<file path="src/rtl/pipe_stall_ctrl_if.sv">
// Hazard/stall bundle between the pipeline datapath and the stall controller.
// Signal names carry the controller's point of view (_i into the controller,
// _o out of it). CNT_W sizes the performance counter outputs and must match
// the CNT_W of the attached pipe_stall_ctrl.
interface pipe_stall_ctrl_if #(
  parameter int CNT_W = 32
);

  // hazard sources seen by the controller
  logic [4:0]       ID_rs1_i;
  logic [4:0]       ID_rs2_i;
  logic [4:0]       EX_rd_i;
  logic             EX_MemRead_i;
  logic             ID_branch_taken_i;
  logic             MEM_req_i;
  logic             dcache_stall_i;

  // pipeline controls produced by the controller
  logic             PC_write_o;
  logic             IF_ID_write_o;
  logic             ID_EX_bubble_o;
  logic             IF_ID_flush_o;
  logic             pipe_stall_o;
  logic             timeout_o;

  // performance counters
  logic [CNT_W-1:0] mem_stall_cnt_o;
  logic [CNT_W-1:0] lu_bubble_cnt_o;
  logic [CNT_W-1:0] flush_cnt_o;

  // pipeline side: drives hazard sources, consumes controls
  modport master (
    output ID_rs1_i, ID_rs2_i, EX_rd_i, EX_MemRead_i, ID_branch_taken_i,
           MEM_req_i, dcache_stall_i,
    input  PC_write_o, IF_ID_write_o, ID_EX_bubble_o, IF_ID_flush_o,
           pipe_stall_o, timeout_o, mem_stall_cnt_o, lu_bubble_cnt_o,
           flush_cnt_o
  );

  // controller side
  modport slave (
    input  ID_rs1_i, ID_rs2_i, EX_rd_i, EX_MemRead_i, ID_branch_taken_i,
           MEM_req_i, dcache_stall_i,
    output PC_write_o, IF_ID_write_o, ID_EX_bubble_o, IF_ID_flush_o,
           pipe_stall_o, timeout_o, mem_stall_cnt_o, lu_bubble_cnt_o,
           flush_cnt_o
  );

endinterface

</file>
<file path="src/rtl/pipe_stall_ctrl.sv">
// Pipeline stall/flush controller for a 5-stage in-order core.
//   - memory stall (dcache miss) freezes the whole pipe, highest priority
//   - load-use hazard holds PC and IF/ID and bubbles ID/EX
//   - a taken branch in ID flushes IF/ID
// A watchdog flags a dcache wait lasting TIMEOUT consecutive cycles; the
// flag is sticky until reset.
//
// Optional build macro: STALL_PERF_EN
//   defined   -> memory-stall, load-use-bubble and flush counters implemented
//   undefined -> no counter flops, counter outputs tied to zero
//
// State   | meaning
// --------+------------------------------------------------------------
// ST_RUN  | no dcache access outstanding
// ST_WAIT | dcache miss outstanding, stall held until dcache_stall_i drops
module pipe_stall_ctrl #(
  parameter int TIMEOUT = 1024,
  parameter int CNT_W   = 32
) (
  input logic              clk_i,
  input logic              rst_i,
  pipe_stall_ctrl_if.slave bus
);

  typedef enum logic {
    ST_RUN  = 1'b0,
    ST_WAIT = 1'b1
  } state_t;

  // Watchdog is a down-counter: loaded with TIMEOUT, decremented on every
  // stalled cycle, reloaded on any unstalled cycle. Reaching zero is the
  // same event as an up-count reaching TIMEOUT.
  localparam int             WD_W    = (TIMEOUT < 2) ? 1 : $clog2(TIMEOUT + 1);
  localparam logic [WD_W-1:0] WD_LOAD = WD_W'(TIMEOUT);
  localparam logic [WD_W-1:0] WD_TC   = WD_W'(1);

  state_t          state_q;
  state_t          state_d;
  logic            load_use;
  logic            stall;
  logic            pc_write;
  logic            if_id_write;
  logic            id_ex_bubble;
  logic            if_id_flush;
  logic [WD_W-1:0] wd_rem_q;
  logic            timeout_q;

  // Load-use hazard: load in EX writes a register the ID instruction reads.
  always_comb begin
    load_use = bus.EX_MemRead_i && (bus.EX_rd_i != 5'd0) &&
               ((bus.EX_rd_i == bus.ID_rs1_i) || (bus.EX_rd_i == bus.ID_rs2_i));
  end

  // FSM state register.
  always_ff @(posedge clk_i) begin
    if (rst_i) begin
      state_q <= ST_RUN;
    end else begin
      state_q <= state_d;
    end
  end

  // FSM next-state logic.
  always_comb begin
    state_d = state_q;
    case (state_q)
      ST_RUN:  if (bus.MEM_req_i && bus.dcache_stall_i) state_d = ST_WAIT;
      ST_WAIT: if (!bus.dcache_stall_i)                 state_d = ST_RUN;
      default:                                          state_d = ST_RUN;
    endcase
  end

  // FSM outputs: stall is combinational from dcache_stall_i so the pipe
  // freezes in the same cycle the miss is signalled; reset forces a
  // free-running pipe.
  always_comb begin
    stall        = 1'b0;
    pc_write     = 1'b1;
    if_id_write  = 1'b1;
    id_ex_bubble = 1'b0;
    if_id_flush  = 1'b0;
    if (!rst_i) begin
      stall = bus.dcache_stall_i && (bus.MEM_req_i || (state_q == ST_WAIT));
      if (stall) begin
        pc_write    = 1'b0;
        if_id_write = 1'b0;
      end else if (load_use) begin
        pc_write     = 1'b0;
        if_id_write  = 1'b0;
        id_ex_bubble = 1'b1;
      end else begin
        if_id_flush = bus.ID_branch_taken_i;
      end
    end
  end

  assign bus.pipe_stall_o   = stall;
  assign bus.PC_write_o     = pc_write;
  assign bus.IF_ID_write_o  = if_id_write;
  assign bus.ID_EX_bubble_o = id_ex_bubble;
  assign bus.IF_ID_flush_o  = if_id_flush;

  // Watchdog down-counter and sticky timeout flag; the counter parks at
  // zero while the stall continues.
  always_ff @(posedge clk_i) begin
    if (rst_i) begin
      wd_rem_q  <= WD_LOAD;
      timeout_q <= 1'b0;
    end else begin
      if (!stall) begin
        wd_rem_q <= WD_LOAD;
      end else if (wd_rem_q != '0) begin
        wd_rem_q <= wd_rem_q - WD_TC;
      end
      if (stall && (wd_rem_q == WD_TC)) begin
        timeout_q <= 1'b1;
      end
    end
  end

  assign bus.timeout_o = timeout_q;

`ifdef STALL_PERF_EN
  logic [CNT_W-1:0] mem_stall_cnt_q;
  logic [CNT_W-1:0] lu_bubble_cnt_q;
  logic [CNT_W-1:0] flush_cnt_q;

  // Free-running event counters, wrapping naturally at 2^CNT_W.
  always_ff @(posedge clk_i) begin
    if (rst_i) begin
      mem_stall_cnt_q <= '0;
      lu_bubble_cnt_q <= '0;
      flush_cnt_q     <= '0;
    end else begin
      if (stall)        mem_stall_cnt_q <= mem_stall_cnt_q + CNT_W'(1);
      if (id_ex_bubble) lu_bubble_cnt_q <= lu_bubble_cnt_q + CNT_W'(1);
      if (if_id_flush)  flush_cnt_q     <= flush_cnt_q + CNT_W'(1);
    end
  end

  assign bus.mem_stall_cnt_o = mem_stall_cnt_q;
  assign bus.lu_bubble_cnt_o = lu_bubble_cnt_q;
  assign bus.flush_cnt_o     = flush_cnt_q;
`else
  assign bus.mem_stall_cnt_o = {CNT_W{1'b0}};
  assign bus.lu_bubble_cnt_o = {CNT_W{1'b0}};
  assign bus.flush_cnt_o     = {CNT_W{1'b0}};
`endif

endmodule

</file>
<file path="src/flat_wrapper.sv">
// flat-port wrapper written by rule: the top's interface ports become plain ports
module pipe_stall_ctrl_flat 
#(
  parameter int TIMEOUT = 1024,
  parameter int CNT_W   = 32
)
  (clk_i, rst_i, bus_ID_rs1_i, bus_ID_rs2_i, bus_EX_rd_i, bus_EX_MemRead_i, bus_ID_branch_taken_i, bus_MEM_req_i, bus_dcache_stall_i, bus_PC_write_o, bus_IF_ID_write_o, bus_ID_EX_bubble_o, bus_IF_ID_flush_o, bus_pipe_stall_o, bus_timeout_o, bus_mem_stall_cnt_o, bus_lu_bubble_cnt_o, bus_flush_cnt_o);
  pipe_stall_ctrl_if #(.CNT_W(CNT_W)) bus_i ();
  input logic clk_i;
  input logic rst_i;
  input wire logic [$bits(bus_i.ID_rs1_i)-1:0] bus_ID_rs1_i;
  input wire logic [$bits(bus_i.ID_rs2_i)-1:0] bus_ID_rs2_i;
  input wire logic [$bits(bus_i.EX_rd_i)-1:0] bus_EX_rd_i;
  input wire logic [$bits(bus_i.EX_MemRead_i)-1:0] bus_EX_MemRead_i;
  input wire logic [$bits(bus_i.ID_branch_taken_i)-1:0] bus_ID_branch_taken_i;
  input wire logic [$bits(bus_i.MEM_req_i)-1:0] bus_MEM_req_i;
  input wire logic [$bits(bus_i.dcache_stall_i)-1:0] bus_dcache_stall_i;
  output wire logic [$bits(bus_i.PC_write_o)-1:0] bus_PC_write_o;
  output wire logic [$bits(bus_i.IF_ID_write_o)-1:0] bus_IF_ID_write_o;
  output wire logic [$bits(bus_i.ID_EX_bubble_o)-1:0] bus_ID_EX_bubble_o;
  output wire logic [$bits(bus_i.IF_ID_flush_o)-1:0] bus_IF_ID_flush_o;
  output wire logic [$bits(bus_i.pipe_stall_o)-1:0] bus_pipe_stall_o;
  output wire logic [$bits(bus_i.timeout_o)-1:0] bus_timeout_o;
  output wire logic [$bits(bus_i.mem_stall_cnt_o)-1:0] bus_mem_stall_cnt_o;
  output wire logic [$bits(bus_i.lu_bubble_cnt_o)-1:0] bus_lu_bubble_cnt_o;
  output wire logic [$bits(bus_i.flush_cnt_o)-1:0] bus_flush_cnt_o;
  assign bus_i.ID_rs1_i = bus_ID_rs1_i;
  assign bus_i.ID_rs2_i = bus_ID_rs2_i;
  assign bus_i.EX_rd_i = bus_EX_rd_i;
  assign bus_i.EX_MemRead_i = bus_EX_MemRead_i;
  assign bus_i.ID_branch_taken_i = bus_ID_branch_taken_i;
  assign bus_i.MEM_req_i = bus_MEM_req_i;
  assign bus_i.dcache_stall_i = bus_dcache_stall_i;
  assign bus_PC_write_o = bus_i.PC_write_o;
  assign bus_IF_ID_write_o = bus_i.IF_ID_write_o;
  assign bus_ID_EX_bubble_o = bus_i.ID_EX_bubble_o;
  assign bus_IF_ID_flush_o = bus_i.IF_ID_flush_o;
  assign bus_pipe_stall_o = bus_i.pipe_stall_o;
  assign bus_timeout_o = bus_i.timeout_o;
  assign bus_mem_stall_cnt_o = bus_i.mem_stall_cnt_o;
  assign bus_lu_bubble_cnt_o = bus_i.lu_bubble_cnt_o;
  assign bus_flush_cnt_o = bus_i.flush_cnt_o;
  pipe_stall_ctrl #(.TIMEOUT(TIMEOUT), .CNT_W(CNT_W)) u_core (.clk_i(clk_i), .rst_i(rst_i), .bus(bus_i));
endmodule
</file>
<file path="config.mk">
export PLATFORM = sky130hd
export DESIGN_NAME = pipe_stall_ctrl_flat
export DESIGN_NICKNAME = d
export VERILOG_FILES = /design/src/rtl/pipe_stall_ctrl_if.sv /design/src/rtl/pipe_stall_ctrl.sv /design/src/flat_wrapper.sv
export SDC_FILE = /design/constraint.sdc
export NUM_CORES = 1
export LEC_CHECK = 0
export CORE_UTILIZATION = 36
export DETAILED_ROUTE_END_ITERATION = 16
export GPL_ROUTABILITY_DRIVEN = 0
export GPL_TIMING_DRIVEN = 1
export MAX_ROUTING_LAYER = met4
export PLACE_DENSITY_LB_ADDON = 0.2
export RECOVER_POWER = 100
export SETUP_SLACK_MARGIN = 0.1
export SLEW_MARGIN = 20
export SYNTH_ARGS = -nofsm -noshare
export SYNTH_HDL_FRONTEND = slang
export SYNTH_SLANG_ARGS = --single-unit
</file>
<file path="constraint.sdc">
create_clock -name clk_i -period 4.3 [get_ports clk_i]
set_input_delay 0.645 -clock clk_i [delete_from_list [all_inputs] [get_ports clk_i]]
set_output_delay 0.645 -clock clk_i [all_outputs]
set_load 0.005 [all_outputs]
</file>
==> results by group, run 1 <==
STA
  • Final Max Slew Viols: 0
  • Worst slew margin: 47.25%
  • Clk_skew: 0.003465 ns
  • RSZ-0062 raised after global routing: no
  • Period utilisation layout: 85.44%
  • Final hold vios: 0
  • Final setup violation count: 0
  • Post-route minimum period: 3.674 ns
  • Highest Clock Rate: 0.2722 GHz
  • Setup ws final: 0.6261 ns
  • Setup Total Neg Slack: 0 ns
  • Worst Tran Pin Value: 0.7841 ns

Placement
  • Post-Place Setup Slack: 0.9606 ns
  • Detailed-placement wirelength estimate: 1912 um
  • Port bufs: 26
  • Placed Area: 1458 um^2

Detailed routing
  • DRC violations left: 0
  • DR pass1 iterations: 4
  • Wire per inst: approximately 8.4 um
  • Detailed-route wire length: 2280 um
  • Initial detailed-routing violation count: 35
  • Mean number of vias per cell: 3.726
  • DR vias: between 1,000 and 1,500
  • Post-route ant nets: 0

Clock network
  • Hold Buf Count CTS: 0
  • CTS buffer count: 3
  • Post-cts sizing count: 0
  • CTS tree: done
  • CTS max path bufs: 2
  • H-tree levels: 1
  • Reg clk slew, reported paths: 0.05 ns
  • CTS Sinks: 13
  • Postcts setup bufs: 0
  • Root Buffer: clkbuf_8
  • Clk_lat worst skew: about 0.25 ns

Global routing
  • Global route hottest layer: met2
  • Met2 global-route usage: around 17%
  • Gr ovfl total: 0
  • Met1 Use GR: 11.72%
  • Largest net degree at the start of global routing: 11
  • GR Util All Layers: about a tenth
  • First-pass GRT wire length: 3360 um
  • Met3 global-route usage: 3.938%
  • Vias in the first global route: 729
  • Initial antenna violation count: 0

Cells and area
  • Fin nets: 245
  • ANT cells: 0
  • Share of layout cells above drive strength 1: 1.364%
  • Area growth, synth to finish: -0.4972%
  • Fin area: 1503 um^2

Logic synthesis
  • Syn avg cell area: approximately 7.8 um^2
  • Cell Area, Synth: 1510 um^2
  • Post-synthesis cell type with the largest combined area: buf_4
  • Yosys top cell area share: 48.22%
  • Yosys warning count: 0
  • Cell count after synthesis: 193
  • Seq cells post-synth: 13
  • Library cells used by synthesis: 30
  • Area contributors post-synth: buf_4 (48%), dfxtp_1 (17%), xnor2_1 (6.4%)
  • Sequential fraction of the synthesis area: 17.23%

Pwr
  • Leakage: 0.0007741 uW
  • Cell Pwr Density: 235.3 nW/um^2
  • Power, Total: 353.6 uW
  • Peak VDD IR: 0.0001239 V

Setup path
  • Crit-path cells: clkdlybuf4s50_1 -> o21ai_0 -> or2_0 -> inv_1 -> a21oi_1 -> dlygate4sd3_1
  • Worst path slowest cell: dlygate4sd3_1
  • Worst EP required: 3.65 ns
  • Critical path class: input port to output port
  • Biggest cell delay along the critical path: around 0.59 ns
  • Startpoint Class: input port
  • WP data arrival: between 3 and 4 ns
  • CP delay by family, top: buffers and inverters
  • Buffers and inverters on the worst path: 3
  • Critical path capture point type: output port
  • Worst Path Max Fanout: 10

Die
  • Starting density of the core: 37.75%
  • Num rows: 23
  • Die Ht: 66.77 um
  • Die Area: 4458 um^2
  • I/O Pins: approximately 120
  • Area of the core: 4000 um^2
  • Chip width: 66.77 um

Hold path
  • Worst min path class: register to register

Flow run
  • Max-Cap Viols: 0

Status
  • Status: finished clean
## report_power, final
group	total, uW	switching, uW	internal [uW]
sequential	135	7.38	128
combinational	107	59.2	47.8
clock	112	46.0	65.6
## sequential cells by signal, summed over array words and instances (netlist names)
register              flops
u_core.wd_rem_q          11
u_core.bus.timeout_o      1
u_core.state_q            1
## final timing paths
kind | startpoint | to | slack (ns) | depth (start not counted)
worst max-delay path | bus_MEM_req_i | bus_PC_write_o | 0.63 | 6
worst min-delay path | u_core.bus.timeout_o | u_core.bus.timeout_o | 0.48 | 2
worst min register to register | u_core.bus.timeout_o | u_core.bus.timeout_o | 0.48 | 2
worst max register to register | u_core.state_q | u_core.wd_rem_q[5] | 2.48 | 5
## cell type report
| class | instances | area, um^2 |
|---|---|---|
| Inverter | 5 | 18.77 |
| Multi-Input combinational cell | 172 | 855.8 |
| Fill cell | 437 | 2497 |
| Sequential cell | 13 | 260.3 |
| Timing Repair Buffer | 26 | 260.3 |
| Clock buffer | 4 | 45.04 |
| Tap cell | 50 | 62.56 |
## placed cells by master (no fill, tap or decap), drive strengths merged, types with 3 or more instances in the layout
master and n:
conb 96, clkdlybuf4s50 20, dfxtp 13, xnor2 11, nor2 9, nand2 7, a21oi 7, dlygate4sd3 6
inv 5, o21ai 5, nand3 5, or4 4, clkbuf 4, xor2 3, or3 3, ha 3
## Yosys cell counts (all sizes together)
master,instances
nand4,1
nor4b,1
or2,1
nor3,1
xnor2,11
dfxtp,13
or2b,1
o31ai,1
a21o,1
and4b,2
buf,97
ha,3
clkbuf,1
nor2,9
nand3,5
a21oi,7
or4,4
nand3b,2
and3,1
conb,1
nor4bb,1
o211ai,2
xor2,3
nor4,2
o22ai,1
nand2,7
inv,5
a211oi,1
o21ai,5
or3,3
## worst min-delay path, stage by stage (launching register included)
cell	delay (ns)
dfxtp_1	0.32
a21oi_1	0.04
nor2_1	0.07
## logic make-up after synthesis
group           count (synthesis)  synth area share (%)
simple gates                   41                 15.33
flops                          13                 17.23
other cells                     1                0.2483
fa+ha+maj                       3                 2.486
compound gates                 18                 6.877
xor+xnor                       14                 8.119
buf+inv                       103                 49.71
## routing by layer
metal	routed length, um	up-vias
li1	-	495
met1	949	434
met2	1059	72
met3	252	5
met4	18	0
met5	0	-
## per-stage QoR
| stage | hold slack (ns) | util [%] | std cells |
|---|---|---|---|
| after floorplan | 0.4604 | - | 288 |
| after global placement | 0.4609 | 36.44 | 266 |
| after detailed placement | 0.4715 | 36.44 | 266 |
| after CTS | 0.4855 | 37.57 | 270 |
| after global routing | 0.5213 | 37.57 | 270 |
| final | 0.4773 | 37.57 | 270 |
Power figures use the tool's default switching activity.
==> run 2: changes to the inputs <==
==> constraint.sdc (replaced) <==
create_clock -name clk_i -period 4.3 [get_ports clk_i]
set_input_delay 0.43 -clock clk_i [delete_from_list [all_inputs] [get_ports clk_i]]
set_output_delay 0.43 -clock clk_i [all_outputs]
set_load 0.005 [all_outputs]
==> run 2 against run 1 <==
Effect of this change: sequential share of layout area unchanged; maximum frequency up 9.2%; final cell count unchanged; first-iteration DRC count down 54%; clock power about the same; setup slack better by 0.31 ns; critical path depth unchanged; wire length up 1.1%; largest power group unchanged.
==> results by group, run 2 (synthesis results as in run 1) <==
Hold path
  • Worst min path class: register to register
  • Hold_sp: u_core.bus.timeout_o

Die
  • Die Area: 4458 um^2 (unchanged)
  • Die Ht: 66.77 um (unchanged)
  • Area of the core: 4000 um^2 (unchanged)
  • Starting density of the core: 37.75% (unchanged)
  • Chip width: 66.77 um (unchanged)
  • Num rows: 23 (unchanged)
  • I/O Pins: 123 (unchanged)

Global routing
  • Gr ovfl total: 0 (unchanged)
  • GR Util All Layers: 10.51% (+0.19 points)
  • First-pass GRT wire length: 3470 um (+3.3%)
  • Vias in the first global route: 777 (+6.6%)
  • Initial antenna violation count: 0 (unchanged)
  • Largest net degree at the start of global routing: 11 (unchanged)

Detailed routing
  • Wire per inst: 8.533 um (+1.1%)
  • Initial detailed-routing violation count: 16 (-54%)
  • DR vias: 1,016 (+0.99%)
  • Post-route ant nets: 0 (unchanged)
  • Detailed-route wire length: 2304 um (+1.1%)
  • DRC violations left: 0 (unchanged)
  • Mean number of vias per cell: 3.763 (+0.99%)
  • DR pass1 iterations: 4 (unchanged)

Setup path
  • Critical path capture point type: output port
  • Startpoint Class: input port
  • Reg-to-Reg Start: u_core.state_q
  • Critical path origin: bus_MEM_req_i
  • Worst Path Max Fanout: 10 (unchanged)
  • WP data arrival: 2.93 ns (-0.10 ns)
  • R2R Setup Slk: 2.50 ns (+0.02 ns)
  • Critical path class: input port to output port
  • Worst EP required: 3.87 ns (+0.22 ns)

STA
  • Final hold vios: 0 (unchanged)
  • Highest Clock Rate: 0.2973 GHz (+9.2%)
  • Period utilisation layout: 78.22% (-7.2 points)
  • Final setup violation count: 0 (unchanged)
  • Worst slew margin: 51.28% (+4.0 points)
  • Worst Tran Pin Value: 0.7242 ns (-0.05987 ns)
  • Post-route minimum period: 3.364 ns (-0.3104 ns)
  • Clk_skew: 0.002722 ns (-0.0007428 ns)
  • Final Max Slew Viols: 0 (unchanged)
  • Setup Total Neg Slack: 0 ns (unchanged)
  • Worst Hold Slack: 0.4702 ns (-0.007142 ns)
  • RSZ-0062 raised after global routing: no

Cells and area
  • Area growth, synth to finish: -0.4972% (unchanged)
  • Top reg by flops: u_core.wd_rem_q
  • Number of flip-flops in the largest register: 11 (unchanged)
  • ANT cells: 0 (unchanged)
  • Fin nets: 245 (unchanged)
  • Finished Core Util: 37.57% (unchanged)
  • Most frequent cells in the layout: conb_1 (96), clkdlybuf4s50_1 (19), dfxtp_1 (13)
  • Share of layout cells above drive strength 1: 1.364% (unchanged)
  • Leading cell type in the layout, fill and taps excluded: conb_1
  • Final std cells w/o fill: 270 (unchanged)

Clock network
  • Post-cts sizing count: 0 (unchanged)
  • Reg clk slew, reported paths: 0.05 ns (about the same)
  • CTS buffer count: 3 (unchanged)
  • CTS Sinks: 13 (unchanged)
  • CTS max path bufs: 2 (unchanged)
  • Postcts setup bufs: 0 (unchanged)
  • Root Buffer: clkbuf_8
  • H-tree levels: 1 (unchanged)
  • Clk_lat worst skew: 0.24 ns (about the same)
  • Hold Buf Count CTS: 0 (unchanged)
  • CTS tree: done

Flow run
  • Max-Cap Viols: 0 (unchanged)

Placement
  • Placed Instances: 266 (unchanged)
  • Port bufs: 26 (unchanged)
  • Detailed-placement wirelength estimate: 1943 um (+1.6%)

Pwr
  • Cell Pwr Density: 233.1 nW/um^2 (-0.94%)
  • Leakage: 0.0007744 uW (about the same)
  • Power, Total: 350.3 uW (-0.94%)
  • Peak VDD IR: 0.0001444 V (+17%)

Status
  • Status: finished clean
==> run 2: routing by layer <==
| layer | vias to the layer above | global-route usage, % | routed length (um) |
|---|---|---|---|
| met4 | 0 | 1.596 | 23 |
| met2 | 72 | 18.81 | 1102 |
| met5 | - | - | 0 |
| met3 | 4 | 4.452 | 256 |
| met1 | 442 | 10.82 | 921 |
| li1 | 498 | - | - |
==> run 2: cell type report <==
cell class,instances,area (um^2)
sequential,13,260.3
inverter,5,18.77
multi-input combinational,172,855.8
fill,463,2497
timing repair buffer,26,260.3
clock buffer,4,45.04
tap,50,62.56
==> run 2: report_power, final <==
group / switching (uW) / internal, uW / leakage (uW)
Sequential: 7.42 / 128 / 0.000106
Combinational: 58.6 / 47.7 / 0.000645
Clock: 43.5 / 65.4 / 0.0000228
Total: 110 / 241 / 0.000774
==> run 2: through the flow <==
| stage | worst slack (ns) | cell area (um^2) |
|---|---|---|
| after floorplan | 2.308 | 1867 |
| after global placement | 1.439 | 1458 |
| after detailed placement | 1.403 | 1458 |
| after CTS | 1.394 | 1503 |
| after global routing | 0.7044 | 1503 |
| final | 0.9364 | 1503 |
==> run 2: path summary, 6_finish.rpt <==
path                     endpoint  depth (start not counted)
max                bus_PC_write_o                          6
min          u_core.bus.timeout_o                          2
max reg2reg    u_core.wd_rem_q[5]                          5
min reg2reg  u_core.bus.timeout_o                          2
==> run 2: worst max-delay path: stages <==
cell and delay (ns):
dlygate4sd3_1 0.53, o21ai_0 0.38, or2_0 0.52, inv_1 0.28, a21oi_1 0.21, dlygate4sd3_1 0.59
